## src/rtl/stack_ram_sequencer.sv

```systemverilog
// stack_ram_sequencer
//   Converts push/pop/clear commands into accesses on one single-port synchronous
//   RAM. It keeps the stack pointer, holds a cached copy of the top-of-stack and
//   reports empty/full.
//   Optional feature: define STACK_ERR_EN to build the sticky misuse flag 'err'.
//
//   Handshake: 'ready' is high when 'cmd' is sampled in this cycle. When 'ready'
//   is low, the command is ignored. The requester holds the command until it sees
//   'ready' high. A command only counts when it is presented in the same cycle as
//   'ready' is high.
//
//   Debug: 'state_dbg' exposes the FSM state (0 = IDLE, 1 = REFILL).
module stack_ram_sequencer #(
    parameter int DATA_W     = 16,
    parameter int DEPTH_LOG2 = 4
) (
    input  logic                  Clock,
    input  logic                  Reset,
    input  logic [1:0]            cmd,
    input  logic [DATA_W-1:0]     cmd_data,
    output logic                  ready,
    output logic [DATA_W-1:0]     top_data,
    output logic                  empty,
    output logic                  full,
    output logic [DEPTH_LOG2:0]   count,
    output logic                  err,
    output logic [DEPTH_LOG2-1:0] ram_addr,
    output logic                  ram_we,
    output logic [DATA_W-1:0]     ram_wdata,
    input  logic [DATA_W-1:0]     ram_rdata,
    output logic                  state_dbg
);

    localparam int DEPTH = 2 ** DEPTH_LOG2;
    localparam logic [DEPTH_LOG2:0] DEPTH_C = (DEPTH_LOG2 + 1)'(DEPTH);

    localparam logic [1:0] CMD_NONE  = 2'b00;
    localparam logic [1:0] CMD_PUSH  = 2'b01;
    localparam logic [1:0] CMD_POP   = 2'b10;
    localparam logic [1:0] CMD_CLEAR = 2'b11;

    typedef enum logic {
        IDLE   = 1'b0,
        REFILL = 1'b1
    } state_t;

    state_t                state, state_n;
    logic [DEPTH_LOG2:0]   count_n;
    logic [DATA_W-1:0]     top_n;

    assign ram_wdata = cmd_data;
    assign state_dbg = state;

    // Next-state and RAM access decode. While Reset is asserted, no access is issued.
    always_comb begin
        state_n  = state;
        count_n  = count;
        top_n    = top_data;
        ram_we   = 1'b0;
        ram_addr = '0;
        ready    = (state == IDLE);
        case (state)
            IDLE: begin
                if (Reset) begin
                    case (cmd)
                        CMD_PUSH: begin
                            if (!full) begin
                                ram_we   = 1'b1;
                                ram_addr = DEPTH_LOG2'(count);
                                top_n    = cmd_data;
                                count_n  = count + 1'b1;
                            end
                        end
                        CMD_POP: begin
                            if (count > 1) begin
                                // The new top lives one slot below the old top.
                                ram_addr = DEPTH_LOG2'(count - 2);
                                count_n  = count - 1'b1;
                                state_n  = REFILL;
                            end else if (count == 1) begin
                                count_n = '0;
                                top_n   = '0;
                            end
                        end
                        CMD_CLEAR: begin
                            count_n = '0;
                            top_n   = '0;
                        end
                        CMD_NONE: ;
                        default: ;
                    endcase
                end
            end
            REFILL: begin
                // Read data for the address issued last cycle arrives now.
                top_n   = ram_rdata;
                state_n = IDLE;
            end
            default: state_n = IDLE;
        endcase
    end

    // State, pointer, cached top and the registered empty/full flags.
    always_ff @(posedge Clock or negedge Reset) begin
        if (!Reset) begin
            state    <= IDLE;
            count    <= '0;
            top_data <= '0;
            empty    <= 1'b1;
            full     <= 1'b0;
        end else begin
            state    <= state_n;
            count    <= count_n;
            top_data <= top_n;
            empty    <= (count_n == '0);
            full     <= (count_n == DEPTH_C);
        end
    end

`ifdef STACK_ERR_EN
    // Sticky misuse flag. It is set by PUSH while full or POP while empty, and it is cleared by CLEAR.
    always_ff @(posedge Clock or negedge Reset) begin
        if (!Reset) begin
            err <= 1'b0;
        end else if (state == IDLE) begin
            if (cmd == CMD_CLEAR)
                err <= 1'b0;
            else if ((cmd == CMD_PUSH && full) || (cmd == CMD_POP && empty))
                err <= 1'b1;
        end
    end
`else
    assign err = 1'b0;
`endif

endmodule

```

## config.mk

```make
export PLATFORM = sky130hd
export DESIGN_NAME = stack_ram_sequencer
export DESIGN_NICKNAME = d
export VERILOG_FILES = /design/src/rtl/stack_ram_sequencer.sv
export SDC_FILE = /design/constraint.sdc
export NUM_CORES = 1
export LEC_CHECK = 0
export CORE_ASPECT_RATIO = 0.6
export CORE_MARGIN = 2
export CORE_UTILIZATION = 36
export CTS_CLUSTER_SIZE = 14
export DETAILED_ROUTE_END_ITERATION = 16
export GPL_TIMING_DRIVEN = 0
export HOLD_SLACK_MARGIN = 0.06
export PLACE_DENSITY = 0.87
export SETUP_SLACK_MARGIN = 0.4
export SLEW_MARGIN = 20
export SYNTH_ARGS = -nofsm -noshare
export SYNTH_HDL_FRONTEND = slang
export SYNTH_SLANG_ARGS = --single-unit
```

## constraint.sdc

```tcl
create_clock -name Clock -period 2 [get_ports Clock]
set_input_delay 0.4 -clock Clock [delete_from_list [all_inputs] [get_ports Clock]]
set_output_delay 0.4 -clock Clock [all_outputs]
set_load 0.03 [all_outputs]
```

* Word-level counts from Yosys, hierarchy flattened
Cells that the tools add are included.
** Cells by class
- Add/subtract/negate cells :: 3
- $lt $le $gt $ge :: 1
- Eq/ne operators :: 10
- Multiplexer cells :: 25
- Bitwise gates (word level) :: 1
- Reductions and logical operators :: 2
** Operator list (count)
- $mux W16 :: 4
- $pmux W16 S3 :: 1
- $pmux W16 S2 :: 1
- $mux W5 :: 5
- $mux W4 :: 4
- $pmux W5 S3 :: 1
- $ne A3 B3 Y1 const B :: 3
- $pmux W4 S2 :: 1
- $mux W1 :: 7
- $add A5 B1 Y5 const B :: 1
- $eq A5 B1 Y1 const B :: 1
- $eq A5 B5 Y1 const B :: 1
- $gt A5 B1 Y1 const B :: 1
- $logic_not A5 Y1 :: 1
- $reduce_and A5 Y1 :: 1
- $sub A5 B1 Y5 const B :: 1
- $eq A2 B2 Y1 const B :: 2
- $ne A4 B1 Y1 const B :: 1
- $sub A4 B2 Y4 const B :: 1
- $eq A2 B1 Y1 const B :: 1
- $ne A2 B2 Y1 const B :: 1
- $pmux W1 S2 :: 1
- $not A1 Y1 :: 1
** Word-level totals
- Register bits :: 24
- Word-level logic and storage cells :: 47

* Longest topological paths before layout
- Depth after elaboration :: 7
- Gate-level depth with buffers :: 9
- Mapped depth without buffers :: 7

* Worst setup path before layout
Ideal clock, no wire load.
- Kind :: reg2out
- From :: register count[2]
- To :: output port ram_addr[3]
- Arrival time :: 2.157 ns
- Data required time :: 1.600 ns
- Setup slack :: -0.557 ns
- Cell stages (with the launch flop) :: 8
- Path buffers :: 0
- Cells stage by stage :: dfrtp_1 inv_1 ha_1 a21bo_2 o211ai_1 o21ai_0 nand2_1 a21oi_1
** Between the ends
- Cells in the longest elaborated chain, start to end :: 5
** Ends and longest elaborated chain
- start: declaration :: RTL line 25 : output logic [DEPTH_LOG2:0] count,
- start signal: assignment :: RTL line 113 : count <= count_n;
- $sub A4 B2 Y4 or $gt A5 B1 Y1 (tied branches) :: RTL line 77, 75
- $mux W4 (*) :: RTL line 75 : if (count > 1) begin
- $pmux W4 S2 (*) :: RTL line 65 : case (cmd)
- $mux W4 (*) :: RTL line 64 : if (Reset) begin
- $mux W4 (*) :: RTL line 62 : case (state)
- end: declaration :: RTL line 27 : output logic [DEPTH_LOG2-1:0] ram_addr,
Every way passes the cells marked *; elsewhere a longest branch is shown, timed or not.

* Worst setup path in the final report
- From :: register count[1]
- To :: output port ram_addr[0]
** Between the ends
- Cells in the longest elaborated chain, start to end :: 5
** Ends and longest elaborated chain (RTL line)
- $gt A5 B1 Y1 :: 75
- $mux W4 :: 75
- $pmux W4 S2 :: 65
- $mux W4 :: 64
- $mux W4 :: 62
No other way between the ends.

==> results.cfg <==
[sta]
final.setup.worst_slack_ps = -484
relSlewSlack = 0.566
min_period_ps = 2480
final-hold-violation-count = 0
worst_pin_slew_ps = 646
clock.fmax_mhz = 403
final.period_utilization = 1.24
final-setup-viol-count = 24
final_max_slew_viol_count = 0
clock-skew-final_ps = 4.54
grt_setup_unrepaired = true
finalHoldWorstSlack_ps = 142

[die]
io_pins = 83
design.core.area_um2 = 4190
placementRows = 18
die_height_um = 55.7
die_ar_um2 = 5030
initial_core_util = 0.384
die_w_um = 90.2

[clock_network]
clk_latency_ps = 260
clk_pin_slew_ps = 80
cts_tree = built
tritoncts.num_buffers = 3
cts.sink_count = 24
cts.path.max_buffers = 2
root_buffer = clkbuf_8
cts.htree.levels = 1

[synthesis]
synth_warnings = 0
synth_xor_area_frac = 0
synthAdderAreaFrac = 0.0857
synth_top_family_by_area = compound AO/OA/AOI/OAI gates
synth-seq-cells = 24
netlist_instances = 170
postSynthAreaPerCell_um2 = 9.45
yosysUniqueCellTypes = 45
yosys-mux-area-fraction = 0.0125
mappedNetlistArea_um2 = 1610
synth.net_count = 217
ys_seq_area_frac = 0.375
synth_compound_area_frac = 0.201
yosys.area_share.simple = 0.154

[route]
via_per_inst = 5.14
drt-initial-drc-count = 196
final_antenna_net_count = 0
detail_route.wl_per_cell_um = 15.6
num_vias = 1752
drc_errors = 0
drtPass1Iterations = 5
finalWirelength_um = 5310

[grt]
grt.overflow.total = 0
antenna_found_initial = 0
track_usage = 0.208
first_global_vias = 1732
grt_pass1_wl_um = 8440
largest_net_degree_at_the_start_of_global_routing = 24

[worst_setup_path]
chain_of_cells_forming_the_critical_path = inv_4 > ha_4 > or4b_4 > o211ai_1 > buf_4 > inv_2 > a22oi_2 > nor2_2 > buf_6
r2r-end = full
cp.arrival_ps = 2080
critPathKind = register to output pin
path_max_fanout = 6
worstSetupEndpointType = output pin
worst-endpoint-required_ps = 1600
critical-path-slowest-cell = or4b_4
r2r_setup_slack_ps = -300
r2r-start = count[1]
reg2regPathDepth = 10
crit_path_start_kind = register
critPathMaxStageDelay_ps = 460

[place]
dp_cells = 311
placed_inst_area_um2 = 2580
numPortBuffers = 81
global_placement_routability_congestion = 0.850
post-dp-hpwl_um = 3630

[pwr]
p_per_area_nw_per_um2 = 1260
power.static_leakage_nw = 1.45
peakVddDrop_mv = 0.533
post-layout-total-power_mw = 3.62

[cells_and_area]
design.final.nets = 329
final_design_area_no_fill_um2 = 2880
post_route_cells_drive_above_1_share = 0.427
insertedDiodeCount = 0
synthToLayoutAreaGrowth_pct = 79.2
layoutNonFillerInstCount = 341

[status]
failing_checks = negative setup slack
status = complete, but fails checks

[worst_hold_path]
hp-class = input pin to async pin

[job]
maxCapViolCount = 0
[power by group]
| group | leakage, nW | switching, mW | internal [mW] |
|---|---|---|---|
| clock network | 0.0288 | 0.144 | 0.175 |
| logic | 1.11 | 1.38 | 1.07 |
| registers | 0.307 | 0.150 | 0.704 |
[state kept, by name, indices dropped and copies added, names as in the netlist]
signal	count
empty	1
state_dbg	1
count	5
top_data	16
full	1
[kinds of logic (layout without fill, tap and decap cells)]
logic type,count (synthesis),in the layout
muxes,2,2
and+or+nand+nor,41,41
DFF,24,24
other,1,1
adders and majority gates,11,11
buffers and inverters,52,163
AOI/OAI and AO/OA,39,39
[timing repair]
item / CTS / global route
setup endpoints to repair: 70 / 37
setup buffers: 14 / 10
gates cloned: 1 / 0
hold endpoints to repair: 23 / 0
resized for setup: 181 / 24
hold buffers: 1 / 0
pin swaps: 16 / 6
[layout make-up]
cell class / count / area, µm²
multi-input combinational: 94 / 888
sequential: 24 / 608
inverter: 28 / 111
clock buffer: 4 / 55.1
buffer: 24 / 199
tap: 60 / 75.1
timing repair buffer: 107 / 942
fill: 357 / 1310
[layer usage]
metal	share of wire	up-vias	global-route usage
li1	-	817	-
met1	0.46	858	0.278
met2	0.46	71	0.339
met3	0.082	6	0.0623
met4	0.0072	0	0.0352
met5	0	-	0
[worst max-delay path, delay by kind of cell (launching register included)]
kind,cells,cell delay (ps)
flops,1,430
buf+inv,4,480
fa+ha+maj,1,120
compound gates,2,250
simple gates,2,530
[how the worst max path moves through the flow]
stage,from,cells after the start,end
6_report,count[1],9,ram_addr[0]
5_1_grt,count[2],9,ram_addr[2]
4_1_cts,count[1],9,ram_addr[1]
3_5_place_dp,cmd[0],9,ram_addr[3]
3_3_place_gp,Reset,4,ram_addr[3]
2_1_floorplan,count[1],7,ram_addr[0]
[cells in the mapped netlist (all sizes together)]
cell     number  area share
o21ai         4       0.012
a21oi         5       0.016
nor3b         3       0.017
and4b         1      0.0062
nand3         5       0.016
o32a          1      0.0062
o21a          1      0.0047
nor4          2       0.012
nand2b        1      0.0039
or4b          1      0.0086
buf          21       0.097
nand4b        1      0.0055
o2111ai       1      0.0055
ha           11       0.086
a21o          1      0.0047
nand3b        1      0.0047
o22ai         1      0.0039
or2           1      0.0039
nor3          1      0.0031
a222oi       16        0.10
o211ai        3       0.017
and2          1      0.0039
a22oi         1      0.0047
nor2b         3       0.012
clkbuf        3      0.0070
conb          1      0.0023
a31oi         1      0.0039
dfstp         1       0.016
nand2         9       0.021
inv          28       0.065
nor4b         2       0.015
and3          1      0.0039
nor2          8       0.019
mux2i         2       0.012
a221o         1      0.0062
dfrtp        23        0.36
o31ai         1      0.0047
a21bo         1      0.0062
o41ai         1      0.0055
[stage by stage]
step / utilization / setup TNS (ps) / setup slack [ps]
2_1_floorplan: - / -892 / -193
3_3_place_gp: 0.618 / -34500 / -1610
3_5_place_dp: 0.617 / -20120 / -1120
4_1_cts: 0.659 / -3100 / -424
5_1_grt: 0.687 / -7430 / -590
6_report: 0.687 / -5250 / -484
[cells in the final DEF, fill, tap and decap left out, drive strengths merged, types with 2 or more instances in the layout]
cell           netlist  layout
mux2i                2       2
ha                  11      11
o21ai                4       4
nor2                 8       8
buf                 21      69
o211ai               3       3
nor4b                2       2
dlygate4sd2          0      21
nand3                5       5
nor4                 2       2
nor3b                3       3
a222oi              16      16
clkdlybuf4s50        0      32
nand2                9       9
inv                 28      27
clkdlybuf4s15        0       2
a21oi                5       5
dfrtp               23      23
nor2b                3       3
clkbuf               3      11
No activity file was read; power rests on OpenSTA's default activity.
